### src/rtl/booth_ctrl_pkg.sv
// -----------------------------------------------------------------------------
// booth_ctrl_pkg
// Shared definitions for the Booth multiplier arbiter slice: default operand
// width and multiplier latency, and the controller state encoding.
// No ports (package).
// -----------------------------------------------------------------------------
package booth_ctrl_pkg;

    localparam int unsigned DEF_WIDTH   = 4;
    localparam int unsigned DEF_LATENCY = 5;

    typedef enum logic [1:0] {
        ST_IDLE = 2'd0,
        ST_LOAD = 2'd1,
        ST_RUN  = 2'd2,
        ST_DONE = 2'd3
    } state_e;

endpackage

### src/rtl/rr_arb2.sv
// -----------------------------------------------------------------------------
// rr_arb2
// Two-way round-robin selector. Purely combinational.
//   req   [1:0]  request bits
//   ptr          priority pointer; selects the winner when both request
//   grant [1:0]  one-hot grant (all zero when nothing requests)
// A lone request always wins regardless of the pointer.
// -----------------------------------------------------------------------------
module rr_arb2 (
    input  logic [1:0] req,
    input  logic       ptr,
    output logic [1:0] grant
);

    always_comb begin
        grant = '0;
        case (req)
            2'b01:   grant = 2'b01;
            2'b10:   grant = 2'b10;
            2'b11:   grant = ptr ? 2'b10 : 2'b01;
            default: grant = '0;
        endcase
    end

endmodule

### src/rtl/booth_mul_arbiter.sv
// -----------------------------------------------------------------------------
// booth_mul_arbiter
// Shares one external Booth multiplier between two requesters.
//   clock, reset_n      system clock, synchronous active-low reset
//   req[1:0]            per-requester request, held until ack
//   mpd0/mpr0/mpd1/mpr1 requester operands (two's complement)
//   ack[1:0]            one-cycle completion pulse per requester
//   res0/res1           last product delivered to each requester
//   busy                high whenever the controller is not idle
//   mul_enable          multiplier enable (high for LATENCY cycles per op)
//   mul_mpd/mul_mpr     operands presented to the multiplier
//   mul_res             multiplier product
// Sequence per operation: IDLE (grant, capture) -> LOAD (enable low, the
// multiplier reloads) -> RUN (LATENCY cycles) -> DONE (ack) -> IDLE.
// -----------------------------------------------------------------------------
module booth_mul_arbiter
    import booth_ctrl_pkg::*;
#(
    parameter int unsigned WIDTH   = DEF_WIDTH,
    parameter int unsigned LATENCY = DEF_LATENCY
) (
    input  logic                 clock,
    input  logic                 reset_n,
    input  logic [1:0]           req,
    input  logic [WIDTH-1:0]     mpd0,
    input  logic [WIDTH-1:0]     mpr0,
    input  logic [WIDTH-1:0]     mpd1,
    input  logic [WIDTH-1:0]     mpr1,
    output logic [1:0]           ack,
    output logic [2*WIDTH-1:0]   res0,
    output logic [2*WIDTH-1:0]   res1,
    output logic                 busy,
    output logic                 mul_enable,
    output logic [WIDTH-1:0]     mul_mpd,
    output logic [WIDTH-1:0]     mul_mpr,
    input  logic [2*WIDTH-1:0]   mul_res
);

    localparam int unsigned CW = $clog2(LATENCY + 1);

    state_e             state_q, state_d;
    logic               ptr_q, ptr_d;
    logic               gnt_q, gnt_d;       // index of the granted requester
    logic [CW-1:0]      cnt_q, cnt_d;
    logic [1:0]         ack_q, ack_d;
    logic [2*WIDTH-1:0] res0_q, res0_d;
    logic [2*WIDTH-1:0] res1_q, res1_d;
    logic               mul_en_q, mul_en_d;
    logic [WIDTH-1:0]   mpd_q, mpd_d;
    logic [WIDTH-1:0]   mpr_q, mpr_d;

    logic [1:0]         grant;

    rr_arb2 u_rr_arb2 (
        .req   (req),
        .ptr   (ptr_q),
        .grant (grant)
    );

    always_comb begin
        state_d  = state_q;
        ptr_d    = ptr_q;
        gnt_d    = gnt_q;
        cnt_d    = cnt_q;
        ack_d    = '0;
        res0_d   = res0_q;
        res1_d   = res1_q;
        mul_en_d = mul_en_q;
        mpd_d    = mpd_q;
        mpr_d    = mpr_q;

        case (state_q)
            ST_IDLE: begin
                if (grant != 2'b00) begin
                    gnt_d   = grant[1];
                    mpd_d   = grant[1] ? mpd1 : mpd0;
                    mpr_d   = grant[1] ? mpr1 : mpr0;
                    state_d = ST_LOAD;
                end
            end
            ST_LOAD: begin
                cnt_d    = CW'(LATENCY);
                mul_en_d = 1'b1;
                state_d  = ST_RUN;
            end
            ST_RUN: begin
                // Counter is loaded with LATENCY on entry, so reaching 1 marks
                // the last enabled cycle; the product is taken on this edge.
                if (cnt_q == CW'(1)) begin
                    cnt_d    = '0;
                    mul_en_d = 1'b0;
                    ack_d    = gnt_q ? 2'b10 : 2'b01;
                    if (gnt_q) begin
                        res1_d = mul_res;
                    end else begin
                        res0_d = mul_res;
                    end
                    state_d  = ST_DONE;
                end else begin
                    cnt_d = cnt_q - CW'(1);
                end
            end
            ST_DONE: begin
                ptr_d   = ~gnt_q;
                state_d = ST_IDLE;
            end
            default: begin
                state_d = ST_IDLE;
            end
        endcase
    end

    always_ff @(posedge clock) begin
        if (!reset_n) begin
            state_q  <= ST_IDLE;
            ptr_q    <= 1'b0;
            gnt_q    <= 1'b0;
            cnt_q    <= '0;
            ack_q    <= '0;
            res0_q   <= '0;
            res1_q   <= '0;
            mul_en_q <= 1'b0;
            mpd_q    <= '0;
            mpr_q    <= '0;
        end else begin
            state_q  <= state_d;
            ptr_q    <= ptr_d;
            gnt_q    <= gnt_d;
            cnt_q    <= cnt_d;
            ack_q    <= ack_d;
            res0_q   <= res0_d;
            res1_q   <= res1_d;
            mul_en_q <= mul_en_d;
            mpd_q    <= mpd_d;
            mpr_q    <= mpr_d;
        end
    end

    assign ack        = ack_q;
    assign res0       = res0_q;
    assign res1       = res1_q;
    assign busy       = (state_q != ST_IDLE);
    assign mul_enable = mul_en_q;
    assign mul_mpd    = mpd_q;
    assign mul_mpr    = mpr_q;

endmodule

### config.mk
export PLATFORM = sky130hd
export DESIGN_NAME = booth_mul_arbiter
export DESIGN_NICKNAME = d
export VERILOG_FILES = /design/src/rtl/booth_ctrl_pkg.sv /design/src/rtl/rr_arb2.sv /design/src/rtl/booth_mul_arbiter.sv
export SDC_FILE = /design/constraint.sdc
export NUM_CORES = 1
export LEC_CHECK = 0
export CELL_PAD_IN_SITES_DETAIL_PLACEMENT = 2
export CELL_PAD_IN_SITES_GLOBAL_PLACEMENT = 2
export CORE_ASPECT_RATIO = 1.2
export CORE_MARGIN = 2
export CORE_UTILIZATION = 28
export CTS_BUF_LIST = sky130_fd_sc_hd__clkbuf_4 sky130_fd_sc_hd__clkbuf_8
export CTS_CLUSTER_SIZE = 14
export DETAILED_ROUTE_END_ITERATION = 8
export PLACE_DENSITY = 0.92
export SETUP_SLACK_MARGIN = 0.15
export SLEW_MARGIN = 10
export SYNTH_ARGS = -nofsm -noshare
export SYNTH_HDL_FRONTEND = slang
export SYNTH_SLANG_ARGS = --single-unit
### constraint.sdc
create_clock -name clock -period 3.91 [get_ports clock]
set_clock_uncertainty 0.1 [all_clocks]
set_input_delay 0.782 -clock clock [delete_from_list [all_inputs] [get_ports clock]]
set_output_delay 0.782 -clock clock [all_outputs]
set_load 0.005 [all_outputs]
After elaboration in Yosys (flattened, before gate mapping). Index checks and enable logic that the tools add are counted.

Input port bits: 28. Register bits: 34.

Bitwise gates (word level): 1. Multiplexer cells: 12. Equality and inequality tests: 9. Add/subtract/negate cells: 1. Reductions and logical operators: 10.

Operators with widths (number): 3-bit AND reduction (3); 2-bit == test, second input constant (4); 2-bit 2-to-1 mux (4); 4-bit 2-to-1 mux (2); 2-bit one-hot mux with 4 select lines (1); 2-bit one-hot mux with 3 select lines (1); 3-bit one-hot mux with 2 select lines (1); 2-bit AND reduction (3); 2-bit nonzero test (3); 2-bit by 1-bit == test with 1-bit output, second input constant (2); 2-bit inequality test, second input constant (2); 3-bit by 1-bit == test with 1-bit output, second input constant (1); 3-bit 2-to-1 mux (1); 3-bit by 1-bit subtractor with 3-bit output, second input constant (1); 2-bit zero test (1); 1-bit one-hot mux with 2 select lines (1); 1-bit 2-to-1 mux (1); 1-bit inverter (1).

Depth between registers and ports, before layout.
Depth after elaboration: 5. Depth in mapped cells: 8.

Hierarchy. Synthesis repeated with hierarchy kept, for this count alone.

Cells, all modules: 159. Area, all modules: 1546.5 µm².

By module, submodules not included: booth_mul_arbiter (seq. area each 680.7 µm², times used 1, cells each 156, area each 1527.7 µm²); rr_arb2 (seq. area each 0.0 µm², times used 1, cells each 3, area each 18.8 µm²).

Worst setup path after synthesis. Ideal clock, no wire load.

Path type: register to output. Start point: register state_q[0]. End point: output port busy. Data arrival time: 0.740 ns. Slack: 2.288 ns. Buffers on the path: 0. Stages on the path, launching flop included: 4. Cell sequence: dfxtp_1 > inv_1 > ha_1 > inv_1.

Word-level cells in the longest chain between the ends: 1.

RTL lines: from (decl) (RTL line booth_mul_arbiter.sv:41) `state_e state_q, state_d;`; from (signal assigned) (RTL line booth_mul_arbiter.sv:126) `state_q <= state_d;`; 2-bit nonzero test (RTL line booth_mul_arbiter.sv:142) `assign busy = (state_q != ST_IDLE);`; to (decl) (RTL line booth_mul_arbiter.sv:32) `output logic busy,`.

Every way passes these cells.

Worst setup path in the final report. Same ends and word-level chain as after synthesis.

==> metrics.yaml <==
clocking:
  numCtsBuffers: 5
  numClockSinks: 34
  insertion_delay_ns: 0.30
  clkTransAtPathRegs_ns: 0.07
  htree_levels: 2
  hold_buffers: 0
  postCtsSetupBuffers: 0
  cts_tree: "built"
  cts_root_buf: "clkbuf_8"
  cts-resized-gates: 0
  clock_path_buffers: 2
final_layout:
  layout.nets: 250
  n_fill_cell: 563
  final_layout_size_suffix_gt1_share_pct: 9.68
  syn2layout_area_growth_pct: 43.8
  insertedDiodeCount: 0
  utilization_pct: 42.3
power_and_ir_drop:
  power_density_nw_per_um2: 514
  p_leak_nw: 0.799
  vdd_ir_drop_max_v: 0.000173
  total_power_mw: 1.09
timing:
  finalHoldViolCount: 0
  tightest_slew_ns: 0.995
  finalSetupViolCount: 0
  drv_slew: 0
  fmax_ghz: 0.396
  relSlewSlack_pct: 33.3
  period_needed_ns: 2.53
  setup_tns_ns: 0
  min_period_over_period_pct: 64.6
  rsz0062_at_grt: "no"
  hold_slack_ns: 0.358
yosys:
  async_reset_ff_share_pct: 0
  yosysUniqueCellTypes: 31
  synth.most_common_cell: "dfxtp_1"
  syn_avg_cell_area_um2: 9.04
  ys_seq_elements: 34
  syn_inst: 163
  synth_area_leaders: "dfxtp_1, o21ai_0, nand3_1"
  syn-cell-area_um2: 1470
  synth_edf_count: 0
  synthTopCellsByCount: "dfxtp_1, o21ai_0, nand3_1, nand2_1, a21oi_1"
  synth_warnings: 0
  synth_top_cell_by_area: "dfxtp_1"
  seq_area_frac_synth_pct: 46.2
  yosysTopAreaCellShare_pct: 46.2
  syn_nets: 197
  yosys_most_used_dff: "dfxtp_1"
grt:
  antenna_found_initial: 0
  grt_pass1_vias: 1487
  grt_pass1_wl_mm: 7.33
  grt_start_max_net_pins: 23
  grt_usage_pct: 15.9
  grt_overflow: 0
critical_path:
  start_kind: "flop"
  reg2reg_from: "state_q[0]"
  startpoint: "state_q[0]"
  crit_type: "reg2out"
  path_max_fanout: 6
  worstPathRequired_ns: 3.03
  arrival_ns: 1.65
  ff2ff_path_depth: 5
  setup.worst_path.end_class: "output pin"
die:
  start_util_pct: 29.4
  die_area_um2: 5860
  die_h_um: 83.5
  dieWidth_um: 70.2
  core_um2: 5010
  rows: 28
  ios: 56
drt:
  drtAntennaViolNets: 0
  viasPerCell: 5.00
  num_vias: 1385
  routed_wirelength_mm: 4.44
  post_drt_wl_per_cell_um: 16.0
  drc: 0
  first_pass_iters: 4
  drt_iter0_markers: 16
worst_hold_path:
  hold_path_depth: 2
  hp-class: "reg2reg"
  min_from: "res0[7]"
run:
  drv_cap: 0
place:
  port_buffers: 55
  place.gp.congestion: 0.707
  dpl.hpwl_mm: 3.33
status:
  outcome: "finished, final reports clean"
where the power goes:
| group | internal [mW] | switching, mW |
|---|---|---|
| sequential | 0.406 | 0.0438 |
| combinational | 0.189 | 0.187 |
| clock | 0.125 | 0.138 |
cell usage in the layout (no fill, tap or decap), types with 2 or more instances in the layout:
| master | count |
|---|---|
| clkdlybuf4s50_1 | 55 |
| dfxtp_1 | 34 |
| o21ai_0 | 23 |
| nand3_1 | 16 |
| nand2_1 | 12 |
| a21oi_1 | 10 |
| o21ai_2 | 9 |
| nor2_1 | 8 |
| a31oi_1 | 8 |
| inv_1 | 7 |
| ha_1 | 6 |
| clkbuf_8 | 5 |
| o21ai_1 | 3 |
| nand2b_1 | 2 |
| nor2b_1 | 2 |
worst max-delay path: stages, from the launching register on:
cell and delay (ns):
dfxtp_1 0.40, inv_1 0.09, ha_1 0.29, inv_1 0.08, clkdlybuf4s50_1 0.49
kinds of logic (layout without fill, tap and decap cells):
group                      count (synthesis)  count (layout)  share of synthesized area (%)
AOI/OAI and AO/OA                         60              60                           24.8
adders and majority gates                  6               6                           5.09
buffers and inverters                     17              71                           7.05
DFF                                       34              34                           46.2
muxes                                      1               1                          0.679
and+or+nand+nor                           45              45                           16.2
final cells by class:
cell class	count	area [µm²]	share of cell area [%]
multi-input combinational	112	689	32.5
sequential	34	681	32.1
timing repair buffer	56	558	26.3
tap	60	75.1	3.54
clock buffer	5	68.8	3.25
inverter	7	26.3	1.24
clock inverter	3	21.3	1.00
metal layers:
layer	vias to the layer above	share of wire, %	global-route usage (%)
li1	684	-	-
met1	647	42	18.0
met2	48	52	28.6
met3	6	4.9	4.11
met4	0	1.4	5.24
met5	-	0	0
state kept, by name (all words and copies together), names as in the netlist:
name	flops
state_q	2
mul_mpr	4
cnt_q	3
mul_mpd	4
res1	8
gnt_q	1
res0	8
ptr_q	1
ack	2
mul_enable	1
stage by stage:
step	setup slack, ns	cell area, µm²	cells
floorplan	2.29	1470	163
global placement	1.50	2030	269
detailed placement	1.41	2030	269
CTS	1.35	2120	277
global route	1.32	2120	277
finish	1.38	2120	277
worst paths after layout:
| path | end | slack, ns |
|---|---|---|
| setup / recovery | busy | 1.38 |
| hold / removal | res0[7] | 0.36 |
| setup reg to reg | res0[0] | 1.54 |
| hold reg to reg | res0[7] | 0.36 |
(Power assumes the default switching activity.)
